**src/rtl/instruction_loader.sv**
```systemverilog
// instruction_loader: collects program bytes from the UART receiver, packs
// them MSB-first into 32-bit instructions and writes them to instruction
// memory at consecutive word addresses, holding the CPU until the HALT
// word has been written or memory is full.
module instruction_loader #(
  parameter int          ADDR_WIDTH = 12,
  parameter logic [7:0]  LOAD_CMD   = 8'h4C,
  parameter logic [31:0] HALT_WORD  = 32'hFFFF_FFFF
) (
  input  logic                  i_clk,
  input  logic                  i_reset,
  input  logic [7:0]            i_rx_data,
  input  logic                  i_rx_valid,
  output logic                  o_write_instruction_flag,
  output logic [31:0]           o_instruction_to_write,
  output logic [31:0]           o_address_to_write_inst,
  output logic                  o_cpu_hold,
  output logic                  o_load_done,
  output logic                  o_overflow,
  output logic [ADDR_WIDTH-2:0] o_word_count
);

  typedef enum logic [1:0] {
    ST_IDLE,
    ST_RECV,
    ST_WRITE,
    ST_DONE
  } state_t;

  // Byte address of the last word slot in memory.
  localparam logic [ADDR_WIDTH-1:0] LAST_ADDR = {{(ADDR_WIDTH-2){1'b1}}, 2'b00};

  state_t                state_q;
  state_t                state_d;
  logic [ADDR_WIDTH-1:0] addr_q;
  logic [1:0]            idx_q;
  logic [31:0]           asm_q;
  logic [31:0]           instr_q;
  logic [ADDR_WIDTH-2:0] count_q;
  logic                  overflow_q;

  logic start_load;
  logic is_halt;
  logic at_last;
  logic write_ends;
  logic [31:0] asm_shift;

  // A load starts (or restarts) only from IDLE or DONE; in RECV the
  // command byte is ordinary data.
  assign start_load = i_rx_valid && (i_rx_data == LOAD_CMD) &&
                      ((state_q == ST_IDLE) || (state_q == ST_DONE));
  assign is_halt    = (instr_q == HALT_WORD);
  assign at_last    = (addr_q == LAST_ADDR);
  assign write_ends = is_halt || at_last;
  assign asm_shift  = {asm_q[23:0], i_rx_data};

  // State register.
  always_ff @(posedge i_clk) begin
    // NOTE: sequential state uses non-blocking assignments so every register
    // samples the pre-edge values regardless of statement order.
    if (i_reset) state_q <= ST_IDLE;
    else         state_q <= state_d;
  end

  // Next-state decode.
  always_comb begin
    // NOTE: default assignment first so no path leaves state_d unassigned
    // (which would infer a latch).
    state_d = state_q;
    case (state_q)
      ST_IDLE, ST_DONE: if (start_load) state_d = ST_RECV;
      ST_RECV:          if (i_rx_valid && (idx_q == 2'd3)) state_d = ST_WRITE;
      ST_WRITE:         state_d = write_ends ? ST_DONE : ST_RECV;
      default:          state_d = ST_IDLE;
    endcase
  end

  // Datapath: byte assembly, address/count bookkeeping and overflow flag.
  always_ff @(posedge i_clk) begin
    if (i_reset) begin
      addr_q     <= '0;
      idx_q      <= '0;
      asm_q      <= '0;
      instr_q    <= '0;
      count_q    <= '0;
      overflow_q <= 1'b0;
    end else begin
      case (state_q)
        ST_IDLE, ST_DONE: begin
          if (start_load) begin
            addr_q     <= '0;
            idx_q      <= '0;
            count_q    <= '0;
            overflow_q <= 1'b0;
          end
        end
        ST_RECV: begin
          if (i_rx_valid) begin
            asm_q <= asm_shift;
            if (idx_q == 2'd3) begin
              // Capture the finished word separately so the write port
              // stays stable while the next word is being assembled.
              instr_q <= asm_shift;
              idx_q   <= 2'd0;
            end else begin
              idx_q <= idx_q + 2'd1;
            end
          end
        end
        ST_WRITE: begin
          count_q <= count_q + (ADDR_WIDTH-1)'(1);
          if (write_ends) begin
            // A byte arriving now is dropped: the load is over.
            overflow_q <= !is_halt;
          end else begin
            addr_q <= addr_q + ADDR_WIDTH'(4);
            if (i_rx_valid) begin
              // This byte is byte 0 of the next word.
              asm_q <= asm_shift;
              idx_q <= 2'd1;
            end
          end
        end
        default: ;
      endcase
    end
  end

  // Outputs are decodes of registered state or register contents.
  assign o_write_instruction_flag = (state_q == ST_WRITE);
  assign o_instruction_to_write   = instr_q;
  assign o_address_to_write_inst  = {{(32-ADDR_WIDTH){1'b0}}, addr_q};
  assign o_cpu_hold               = (state_q == ST_RECV) || (state_q == ST_WRITE);
  assign o_load_done              = (state_q == ST_DONE);
  assign o_overflow               = overflow_q;
  assign o_word_count             = count_q;

endmodule

```
**config.mk**
```make
export PLATFORM = sky130hd
export DESIGN_NAME = instruction_loader
export DESIGN_NICKNAME = d
export VERILOG_FILES = /design/src/rtl/instruction_loader.sv
export SDC_FILE = /design/constraint.sdc
export NUM_CORES = 1
export LEC_CHECK = 0
export BUFFER_PORTS_ARGS = -buffer_cell sky130_fd_sc_hd__buf_2
export CAP_MARGIN = 30
export CORE_ASPECT_RATIO = 0.7
export CORE_MARGIN = 5
export CORE_UTILIZATION = 50
export CTS_CLUSTER_DIAMETER = 100
export DETAILED_ROUTE_END_ITERATION = 6
export PLACE_DENSITY = 0.75
export RECOVER_POWER = 50
export SETUP_SLACK_MARGIN = 0.02
export SYNTH_ARGS = -nofsm -noshare
export SYNTH_HDL_FRONTEND = slang
export SYNTH_SLANG_ARGS = --single-unit
export TNS_END_PERCENT = 100
```
**constraint.sdc**
```tcl
create_clock -name i_clk -period 3.5 [get_ports i_clk]
set_input_delay 0 -clock i_clk [delete_from_list [all_inputs] [get_ports i_clk]]
set_output_delay 0 -clock i_clk [all_outputs]
set_load 0.01 [all_outputs]
```
Yosys cells after proc, flatten, opt, wreduce, memory -nomap -nowiden
Index checks and enable logic that the tools add are counted.
Widths: inputs -> output; s select.
{"block": "word_totals", "register_bits": 92, "latchBits": 0, "ramBits": 0, "mem_bits_ro": 0, "inputBits": 11, "output_inout_bits": 79, "word_cells": 62, "n_memories": 0}
{"block": "op_classes", "add_sub_neg": 3, "mul": 0, "div": 0, "order_cmp": 0, "n_eq_ne": 13, "shifts": 0, "muxes": 21, "bitwise_logic": 0, "n_reduce_logical": 18}
{"operator": "$mux 32", "n": 2}
{"operator": "$pmux 32 s2", "n": 1}
{"operator": "$eq 32x32->1 const B", "n": 1}
{"operator": "$mux 12", "n": 2}
{"operator": "$pmux 12 s2", "n": 1}
{"operator": "$pmux 11 s2", "n": 1}
{"operator": "$mux 2", "n": 8}
{"operator": "$add 12x3->12 const B", "n": 1}
{"operator": "$eq 12x12->1 const B", "n": 1}
{"operator": "$pmux 2 s3", "n": 2}
{"operator": "$add 11x1->11 const B", "n": 1}
{"operator": "$mux 11", "n": 1}
{"operator": "$ne 2x2->1 const B", "n": 5}
{"operator": "$reduce_and 3->1", "n": 3}
{"operator": "$eq 8x7->1 const B", "n": 1}
{"operator": "$eq 2x2->1 const B", "n": 3}
{"operator": "$reduce_and 2->1", "n": 3}
{"operator": "$reduce_and 4->1", "n": 1}
{"operator": "$reduce_bool 2->1", "n": 2}
{"operator": "$logic_and 1x1->1", "n": 3}
{"operator": "$logic_or 1x1->1", "n": 3}
{"operator": "$add 2x1->2 const B", "n": 1}
{"operator": "$eq 2x1->1 const B", "n": 1}
{"operator": "$logic_not 2->1", "n": 1}
{"operator": "5 further kinds", "n": 6}

Longest topological paths before layout
Gate-level depths: netlist of run 1.
{"block": "depth", "word_depth": 5, "ltp_mapped": 9}

Worst setup path after synthesis of run 1
No wires, ideal clock.
{"block": "synth_path", "kind": "register to register", "from": "register state_q[0]", "to": "register addr_q[4]", "arrival_ps": 1942, "t_required_ps": 3428, "setup_slack_ps": 1486, "stages_incl_launch_ff": 9, "n_path_buf": 1, "path_cell_list": "dfxtp_1 inv_1 ha_1 clkbuf_1 nor2_1 inv_1 a21oi_1 a21oi_1 mux2i_1"}
{"block": "synth_between", "elab_chain_cells": 5, "elab_cells_between_ends": 11}
{"item": "start, declared", "line_no": "33", "rtl": "state_t state_q;"}
{"item": "start signal, assigned", "line_no": "62", "rtl": "else state_q <= state_d;"}
{"item": "$eq 2x2->1 or $logic_not 2->1 (tied branches)", "line_no": "51, 88"}
{"item": "$logic_or 1x1->1", "line_no": "51", "rtl": "((state_q == ST_IDLE) || (state_q == ST_DONE));"}
{"item": "$logic_and 1x1->1", "line_no": "50", "rtl": "assign start_load = i_rx_valid && (i_rx_data == LOAD_CMD) &&"}
{"item": "$ne 2x2->1 (no line)"}
{"item": "$reduce_and 3->1 (no line)"}
{"item": "end signal, assigned", "line_no": "116", "rtl": "addr_q <= addr_q + ADDR_WIDTH'(4);"}
{"item": "end, declared", "line_no": "35", "rtl": "logic [ADDR_WIDTH-1:0] addr_q;"}
Several ways; a longest one is shown, not always the timed one.
A chain may end at the register's enable or synchronous reset.

Final worst setup path of run 1
Ends and elaborated chain as after synthesis.

==> results of run 1 <==
[cell families (layout without fill, tap and decap cells)]
group                      Yosys count  after routing
adders and majority gates            7              7
buffers and inverters               54            102
other                                1             22
DFF                                 82             82
AOI/OAI and AO/OA                   77             77
muxes                               25             25
and+or+nand+nor                    195            195
xor gates and xnor gates             8              8
[layer usage]
metal,up-vias,track usage (%),wire length [um]
met5,-,0,0
met4,0,4.802,115
met3,12,5.827,784
met2,156,29.38,3846
met1,1585,30.42,4614
li1,1642,-,-
[per-stage QoR]
stage	instance area, um^2	util (%)	instances	hold slack (ns)	total power (W)
after global placement	4058	55.44	593	0.2780	0.001078
after floorplan	3845	-	470	0.1360	0.001074
after CTS	4330	59.16	616	0.1687	0.001760
final	4259	58.19	616	0.1777	0.001753
after global routing	4259	58.19	616	0.2010	0.001821
after detailed placement	4058	55.44	593	0.2847	0.001081
[Yosys cell counts, types with 2 or more instances]
library cell	count
a211oi_1	3
a21oi_1	40
a31o_2	4
a31oi_1	6
and3_1	8
and4_1	2
buf_4	24
buf_6	2
clkbuf_1	20
clkinv_1	2
dfxtp_1	82
ha_1	7
inv_1	5
mux2i_1	25
nand2_1	112
nand3_1	15
nand4_1	11
nor2_1	19
nor3_1	8
nor4_1	4
o211ai_1	5
o21ai_0	5
o22ai_1	2
or3_1	3
or4_4	2
xnor2_1	7
[worst paths after layout]
| kind | startpoint | endpoint | slack (ns) | cells after the start |
|---|---|---|---|---|
| max | state_q[0]$_SDFFE_PP0P_ | addr_q[4]$_SDFFE_PP0P_ | 1.10 | 7 |
| min | i_reset | o_word_count[1]$_SDFFE_PP0P_ | 0.18 | 3 |
| max reg2reg | state_q[0]$_SDFFE_PP0P_ | addr_q[4]$_SDFFE_PP0P_ | 1.10 | 7 |
| min reg2reg | asm_q[17]$_SDFFE_PP0P_ | asm_q[17]$_SDFFE_PP0P_ | 0.46 | 2 |
[worst register-to-register path: cells and delay by family (launching register included)]
kind / cells / cell delay (ns)
AND/OR/NAND/NOR: 1 / 0.59
AO/OA/AOI/OAI: 2 / 0.52
flip-flops: 1 / 0.42
adder cells (fa/ha/maj): 1 / 0.41
buffers and inverters: 2 / 0.24
multiplexers: 1 / 0.14
[flip-flops by register name, summed over array words and instances (netlist names)]
register,count
o_word_count,11
o_instruction_to_write,32
o_overflow,1
state_q,2
idx_q,2
addr_q,10
asm_q,24
[cell usage in the layout (no fill, tap or decap), types with 5 or more instances in the layout]
| master | instances |
|---|---|
| nand3_1 | 15 |
| a31oi_1 | 6 |
| inv_1 | 5 |
| ha_1 | 7 |
| clkbuf_8 | 10 |
| and3_1 | 8 |
| dlygate4sd3_1 | 8 |
| conb_1 | 22 |
| nand4_1 | 11 |
| xnor2_1 | 7 |
| buf_2 | 10 |
| nor2_1 | 19 |
| a21oi_1 | 40 |
| nand2_1 | 112 |
| nor3_1 | 8 |
| clkbuf_1 | 58 |
| o211ai_1 | 5 |
| o21ai_0 | 5 |
| dfxtp_1 | 82 |
| buf_4 | 5 |
| mux2i_1 | 25 |
[final cells by class]
type	count	area (um^2)	area share (%)
Multi-Input combinational cell	334	1894	44.48
Inverter	7	26.28	0.6169
Clock inverter	4	51.30	1.204
Sequential cell	82	1642	38.54
Timing Repair Buffer	80	381.6	8.960
Tap cell	98	122.6	2.879
Clock buffer	11	141.4	3.320
[what timing repair did]
item,4_1_cts,5_1_grt
buffers inserted,0,0
endpoints found under the setup margin,0,0
endpoints found under the hold margin,16,0
hold buffers,8,0
[report_power, final]
group / leakage [nW] / internal, W / switching (W) / total [W]
logic: 0.669 / 0.0000377 / 0.0000863 / 0.000124
clock network: 0.0958 / 0.000347 / 0.000338 / 0.000685
registers: 0.661 / 0.000938 / 0.00000557 / 0.000944
total: 1.43 / 0.00132 / 0.000430 / 0.00175
==> results.sh, run 1 <==
export IMPL_outcome="finished, final reports clean"
export IMPL_worstPathRequired_ns=3.78
export IMPL_synth_top_area_share_pct=43.59
export IMPL_start_util_pct=51.45
export IMPL_finalWorstSetupSlack_ns=1.099
export IMPL_slowest_delay_ns=0.59
export IMPL_synth_top_family_by_area="simple AND/OR/NAND/NOR gates"
export IMPL_firstDrtPassIters=4
export IMPL_ys_types=52
export IMPL_fin_skew_ns=0.01257
export IMPL_dpl_hpwl_um=6818
export IMPL_dr_total_vias=3395
export IMPL_pre_cts_slack_ns=1.172
export IMPL_timing_fmax_ghz=0.4166
export IMPL_drc=0
export IMPL_wl_um=9361
export IMPL_wire_per_inst_um=15.20
export IMPL_ys_seq_elements=82
export IMPL_worst_path_buf_inv=2
export IMPL_final_hold_viol_count=0
export IMPL_gp_congestion=0.9095
export IMPL_rows=26
export IMPL_synth_seq_area_share_pct=43.59
export IMPL_grt_setup_unrepaired="false"
export IMPL_synth_compound_area_share_pct=12.99
export IMPL_die_w_um=113.7
export IMPL_ys_top_cells_by_area="dfxtp_1 (44%), nand2_1 (11%), mux2i_1 (6.6%), a21oi_1 (5.3%), buf_4 (4.8%)"
export IMPL_fill_cells=702
export IMPL_cpLargestDelayFamily="simple AND/OR/NAND/NOR gates"
export IMPL_grt_max_degree=45
export IMPL_yosysWarnings=0
export IMPL_endpoint_kind="flip-flop"
export IMPL_cts_buffer_depth=2
export IMPL_die_area_um2=9395
export IMPL_synthAdderAreaFrac_pct=2.326
export IMPL_syn_area_um2=3766
export IMPL_drv_slew=0
export IMPL_grt_pass1_vias=3087
export IMPL_clk_latency_ns=0.35
export IMPL_crit_chain="inv_1 > ha_1 > nor2_1 > inv_1 > a21oi_1 > a21oi_1 > mux2i_1"
export IMPL_worst_pin_slew_ns=0.7086
export IMPL_synthesis_instances=449
export IMPL_syn_to_final_growth_pct=13.09
export IMPL_clk_pin_slew_ns=0.09
export IMPL_dieHeight_um=82.61
export IMPL_ant_nets=0
export IMPL_min_period_ns=2.401
export IMPL_ctsHtreeMaxLevel=3
export IMPL_synth_edf_count=0
export IMPL_p_per_area_nw_per_um2=411.6
export IMPL_hold_class="input pin to flip-flop"
export IMPL_antenna_found_initial=0
export IMPL_cap_viol_max_count=0
export IMPL_core_area_um2=7320
export IMPL_slew_headroom_pct=52.58
export IMPL_cts_root_buf="clkbuf_8"
export IMPL_startpoint_type="flip-flop"
export IMPL_setup_viol=0
export IMPL_diodes=0
export IMPL_crit_type="flip-flop to flip-flop"
export IMPL_clock_sinks=82
export IMPL_port_buffers=67
export IMPL_ys_flop_type="dfxtp_1"
export IMPL_critPathSlowestCell="nor2_1"
export IMPL_async_flop_share_pct=0
export IMPL_timing_setup_tns_ns=0
export IMPL_drt_initial_drc_count=252
export IMPL_grt_pass1_wl_um=15360
export IMPL_finalCritPeriodShare_pct=68.59
export IMPL_fin_nets=532
export IMPL_grt_use_total_pct=20.58
export IMPL_synth_mux_area_share_pct=6.645
export IMPL_vias_per_cell=5.511
export IMPL_path_max_fanout=10
export IMPL_cts_buffers=9
export IMPL_power_leakage_nw=1.425
export IMPL_cts_resized_gates=0
export IMPL_cts_tree="built"
export IMPL_arrival_ns=2.68
export IMPL_syn_avg_cell_area_um2=8.388
export IMPL_grt_ovfl_total=0
export IMPL_synthSimpleGateAreaFrac_pct=24.29
export IMPL_io_pins=90
export IMPL_drive_gt1_share_pct=8.301
export IMPL_ir_worst_vdd_v=0.0001569
export IMPL_synth_top_area_cell="dfxtp_1"
export IMPL_synth_xor_area_share_pct=1.860
No activity file was read; power rests on OpenSTA's default activity.
==> inputs of run 2 (changes only) <==
- CORE_UTILIZATION: 50 -> 48
- PLACE_DENSITY: 0.75 -> 0.76
- clock period: 3.5 -> 2.07 ns (I/O delays scaled with it)
==> run 2 against run 1 <==
Against the previous run: global-route usage up 0.27 points; fmax up 22%; via count up 2.5%; sequential share of layout area down 2.0 points; flip-flop and latch count unchanged; clock skew down 0.0044 ns; count of clock-buffer cells in the layout down 2; worst setup slack worse by 0.99 ns.
==> results.sh, run 2 (same netlist as run 1, synthesis figures left out) <==
export IMPL_ir_worst_vdd_v=0.0004113
export IMPL_grt_use_total_pct=20.85
export IMPL_cts_buffer_depth=2
export IMPL_critPathSlowestCell="or4_4"
export IMPL_cts_tree="built"
export IMPL_path_max_fanout=5
export IMPL_reg2reg_slack_ns=0.11
export IMPL_antenna_found_initial=0
export IMPL_final_area_um2=4487
export IMPL_worstPathRequired_ns=2.32
export IMPL_dieHeight_um=84.11
export IMPL_power_frac_seq_pct=47.1
export IMPL_grt_max_degree=34
export IMPL_clock_sinks=82
export IMPL_cp_startpoint="o_instruction_to_write[30]$_SDFFE_PP0P_"
export IMPL_layout_commonest_cell="nand2_1"
export IMPL_ant_nets=0
export IMPL_vias_per_cell=5.489
export IMPL_busiest_layer="met2"
export IMPL_crit_chain="nand4_1 > or4_4 > o21a_1 > or3_1 > a221oi_2"
export IMPL_drive_gt1_share_pct=11.82
export IMPL_p_per_area_nw_per_um2=754.9
export IMPL_drt_initial_drc_count=282
export IMPL_fin_skew_ns=0.008130
export IMPL_switchingPower_w=0.0007937
export IMPL_clockPowerShare_pct=45.6
export IMPL_timing_setup_tns_ns=0
export IMPL_die_w_um=115.9
export IMPL_swShare_pct=23.43
export IMPL_final_hold_viol_count=0
export IMPL_endpoint_kind="flip-flop"
export IMPL_rows=27
export IMPL_final_cell_mix="nand2_1 (112), dfxtp_1 (82), clkbuf_1 (56)"
export IMPL_clk_latency_ns=0.33
export IMPL_finalCritPeriodShare_pct=94.87
export IMPL_cts_buffers=9
export IMPL_port_buffers=67
export IMPL_grt_ovfl_total=0
export IMPL_cap_viol_max_count=0
export IMPL_place_area_um2=4187
export IMPL_comb_power_share_pct=7.3
export IMPL_setup_viol=0
export IMPL_post_cts_buffers=0
export IMPL_place_inst=611
export IMPL_outcome="finished, final reports clean"
export IMPL_final_cells=634
export IMPL_fill_cells=740
export IMPL_use_met1_pct=30.38
export IMPL_hp_start="i_reset"
export IMPL_cts_root_buf="clkbuf_16"
export IMPL_arrival_ns=2.21
export IMPL_post_route_util_pct=57.75
export IMPL_grt_pass1_vias=3224
export IMPL_startpoint_type="flip-flop"
export IMPL_hold_class="input pin to flip-flop"
export IMPL_gp_congestion=0.9049
export IMPL_r2r_start="o_instruction_to_write[30]$_SDFFE_PP0P_"
export IMPL_min_period_ns=1.964
export IMPL_dr_total_vias=3480
export IMPL_io_pins=90
export IMPL_timing_fmax_ghz=0.5092
export IMPL_grt_setup_unrepaired="true"
export IMPL_diodes=0
export IMPL_slowest_delay_ns=0.60
export IMPL_fin_nets=547
export IMPL_firstDrtPassIters=5
export IMPL_drv_slew=0
export IMPL_grt_use_met2_pct=30.44
export IMPL_dpl_hpwl_um=7214
export IMPL_grt_pass1_wl_um=16230
export IMPL_p_int_w=0.002594
export IMPL_ctsHtreeMaxLevel=3
export IMPL_power_leakage_nw=1.551
export IMPL_wire_per_inst_um=16.05
export IMPL_wl_um=10180
export IMPL_crit_type="flip-flop to flip-flop"
export IMPL_core_area_um2=7770
export IMPL_syn_to_final_growth_pct=19.14
export IMPL_largest_register_ffs=32
export IMPL_drc=0
export IMPL_whs_ns=0.1234
export IMPL_use_met3_pct=5.942
export IMPL_clk_pin_slew_ns=0.06
export IMPL_start_util_pct=48.47
export IMPL_die_area_um2=9746
## run 2: cell count changes in the layout (fill, tap and decap cells not counted), moves of 2 or more
cell and change:
buf_4 +12, buf_2 +2, clkbuf_16 +9, clkinv_2 +3
clkbuf_1 -2, clkbuf_8 -10
## run 2: through the flow
stage	power, W	setup slack [ns]
6_report	0.003387	0.1061
5_1_grt	0.003483	0.01534
4_1_cts	0.003389	0.08806
3_5_place_dp	0.001855	0.1334
3_3_place_gp	0.001851	0.1832
2_1_floorplan	0.001816	0.05643
## run 2: worst paths after layout
path,end,depth (start not counted)
hold / removal,o_instruction_to_write[6]$_SDFFE_PP0P_,2
hold reg to reg,o_instruction_to_write[23]$_SDFFE_PP0P_,2
setup / recovery,state_q[1]$_SDFFE_PP0P_,5
setup reg to reg,state_q[1]$_SDFFE_PP0P_,5
## run 2: power groups by stage
stage	sequential (W)	combinational (W)	clock, W
finish	0.00159	0.000246	0.00155
global route	0.00160	0.000266	0.00162
CTS	0.00159	0.000240	0.00155
detailed placement	0.00163	0.000225	0
global placement	0.00163	0.000221	0
floorplan	0.00163	0.000186	0
## run 2: routing by layer
metal	share of wire (%)	wire, um
met5	0	0
met1	47	4771
met4	1.4	140
met2	42	4319
met3	9.3	944
## run 2: cell type report
class                           count  area, um^2  area share (%)
Clock buffer                        9       225.2           5.020
Tap cell                          101       126.4           2.817
Multi-Input combinational cell    334        1903           42.42
Timing Repair Buffer               95       505.5           11.27
Sequential cell                    82        1642           36.59
Clock inverter                      6       58.81           1.311
Inverter                            7       26.28          0.5856
## run 2: critical path: cells and delay by family, from the launching register on
| family | cells | cell delay, ns |
|---|---|---|
| AO/OA/AOI/OAI | 2 | 0.47 |
| flip-flops | 1 | 0.36 |
| AND/OR/NAND/NOR | 3 | 1.04 |
## run 2: timing repair
item	CTS	global route
endpoints found under the hold margin	16	0
hold buffers	8	0
resized for setup	0	5
setup endpoints to repair	0	11
==> inputs of run 3 (changes only) <==
- CORE_MARGIN: 5 -> 3
==> run 3 against run 2 <==
Against the previous run: count of clock-buffer cells in the layout is 4 higher; clock skew rose by 0.0031 ns; critical path depth rose by 1; core utilization grew 1.2 points; largest cell class unchanged; via count decreased by 0.83%; non-clock buffer count decreased by 2.
==> results.sh, run 3 (same netlist as run 1, synthesis figures left out) <==
export IMPL_worstPathRequired_ns=2.35
export IMPL_worst_pin_slew_ns=0.6134
export IMPL_dieHeight_um=80.11
export IMPL_hold_path_depth=3
export IMPL_grt_max_degree=44
export IMPL_cts_buffers=9
export IMPL_timing_fmax_ghz=0.5052
export IMPL_place_inst=605
export IMPL_r2r_start="o_instruction_to_write[8]$_SDFFE_PP0P_"
export IMPL_diodes=0
export IMPL_power_leakage_nw=1.518
export IMPL_syn_to_final_growth_pct=16.68
export IMPL_arrival_ns=2.26
export IMPL_ant_nets=0
export IMPL_min_period_ns=1.980
export IMPL_hold_class="input pin to flip-flop"
export IMPL_ctsHtreeMaxLevel=3
export IMPL_final_cell_mix="nand2_1 (112), dfxtp_1 (80), clkbuf_1 (54)"
export IMPL_ff2ff_path_depth=6
export IMPL_dpl_hpwl_um=6952
export IMPL_firstDrtPassIters=5
export IMPL_clock_sinks=82
export IMPL_grt_use_total_pct=21.69
export IMPL_outcome="finished, final reports clean"
export IMPL_whs_ns=0.2053
export IMPL_wire_per_inst_um=15.57
export IMPL_layout_commonest_cell="nand2_1"
export IMPL_clk_pin_slew_ns=0.08
export IMPL_grt_setup_unrepaired="true"
export IMPL_grt_pass1_vias=3145
export IMPL_grt_use_met2_pct=32.48
export IMPL_p_per_area_nw_per_um2=688.4
export IMPL_use_met1_pct=30.48
export IMPL_finalCritPeriodShare_pct=95.63
export IMPL_gp_congestion=0.9331
export IMPL_wl_um=9794
export IMPL_reg2reg_slack_ns=0.09
export IMPL_die_area_um2=8962
export IMPL_fin_skew_ns=0.01120
export IMPL_ir_worst_vdd_v=0.0004504
export IMPL_hp_start="i_reset"
export IMPL_io_pins=90
export IMPL_core_area_um2=7450
export IMPL_port_buffers=67
export IMPL_endpoint_kind="flip-flop"
export IMPL_startpoint_type="flip-flop"
export IMPL_largest_register_ffs=32
export IMPL_vias_per_cell=5.486
export IMPL_busiest_layer="met2"
export IMPL_slew_headroom_pct=58.57
export IMPL_antenna_found_initial=0
export IMPL_final_hold_viol_count=0
export IMPL_crit_type="flip-flop to flip-flop"
export IMPL_use_met3_pct=6.777
export IMPL_cap_viol_max_count=0
export IMPL_grt_pass1_wl_um=15790
export IMPL_finalWorstSetupSlack_ns=0.09050
export IMPL_drt_initial_drc_count=216
export IMPL_cts_root_buf="clkbuf_8"
export IMPL_dr_total_vias=3451
export IMPL_start_util_pct=50.55
export IMPL_cts_buffer_depth=2
export IMPL_pre_cts_slack_ns=0.1076
export IMPL_setup_viol=0
export IMPL_cts_tree="built"
export IMPL_fin_nets=545
export IMPL_timing_setup_tns_ns=0
export IMPL_final_cells=629
export IMPL_clk_latency_ns=0.35
export IMPL_path_max_fanout=13
export IMPL_rows=26
export IMPL_holdPathEnd="o_word_count[1]$_SDFFE_PP0P_"
export IMPL_drive_gt1_share_pct=12.43
export IMPL_die_w_um=111.9
export IMPL_r2r_end="addr_q[10]$_SDFFE_PP0P_"
export IMPL_drc=0
export IMPL_drv_slew=0
export IMPL_grt_ovfl_total=0
[run 3: routing by layer]
metal | share of wire [%] | vias to the layer above
met4 | 0.80 | 0
met5 | 0 | -
met1 | 48 | 1620
li1 | - | 1670
met2 | 43 | 151
met3 | 8.4 | 10
[run 3: area by class of cell]
cell class | count | area (um^2)
clock buffers | 13 | 168.9
flip-flops and latches | 82 | 1644
repair buffers | 93 | 494.2
fillers | 694 | 3055
inverters | 7 | 26.28
clock inverters | 2 | 35.03
well taps | 98 | 122.6
multi-input cells | 334 | 1903
[run 3: worst max path at each step]
stage / start / to / slack, ns / cells after the start
6_report: o_instruction_to_write[8]$_SDFFE_PP0P_ / addr_q[10]$_SDFFE_PP0P_ / 0.09 / 6
3_3_place_gp: o_instruction_to_write[11]$_SDFFE_PP0P_ / addr_q[10]$_SDFFE_PP0P_ / 0.20 / 6
3_5_place_dp: addr_q[3]$_SDFFE_PP0P_ / addr_q[10]$_SDFFE_PP0P_ / 0.11 / 7
2_1_floorplan: state_q[0]$_SDFFE_PP0P_ / addr_q[4]$_SDFFE_PP0P_ / 0.06 / 8
5_1_grt: o_instruction_to_write[15]$_SDFFE_PP0P_ / addr_q[10]$_SDFFE_PP0P_ / 0.009 / 6
4_1_cts: i_rx_data[0] / addr_q[6]$_SDFFE_PP0P_ / 0.04 / 7
[run 3: what timing repair did]
action	4_1_cts	5_1_grt
setup buffers	0	1
resized for setup	0	8
endpoints found under the setup margin	0	15
hold buffers	8	0
endpoints found under the hold margin	16	0
[run 3: power breakdown]
group,leakage [nW],total [W],switching [W],internal (W)
Sequential,0.662,0.00159,0.00000646,0.00159
Combinational,0.750,0.000239,0.000159,0.0000802
Clock,0.106,0.00119,0.000544,0.000649
Total,1.52,0.00302,0.000710,0.00232
[run 3: per-stage QoR]
| step | utilization [%] | total power (W) | instance area [um^2] |
|---|---|---|---|
| 3_5_place_dp | 55.84 | 0.001849 | 4160 |
| 3_3_place_gp | 55.84 | 0.001845 | 4160 |
| 4_1_cts | 59.66 | 0.003026 | 4444 |
| 5_1_grt | 58.99 | 0.003125 | 4394 |
| 6_report | 58.99 | 0.003025 | 4394 |
| 2_1_floorplan | - | 0.001816 | 3845 |
[run 3: critical path, stage by stage (launching register included)]
cell,delay [ns]
dfxtp_1,0.37
nand4_1,0.13
or4_4,0.59
o21a_1,0.23
buf_4,0.18
a31o_2,0.25
a31oi_1,0.16
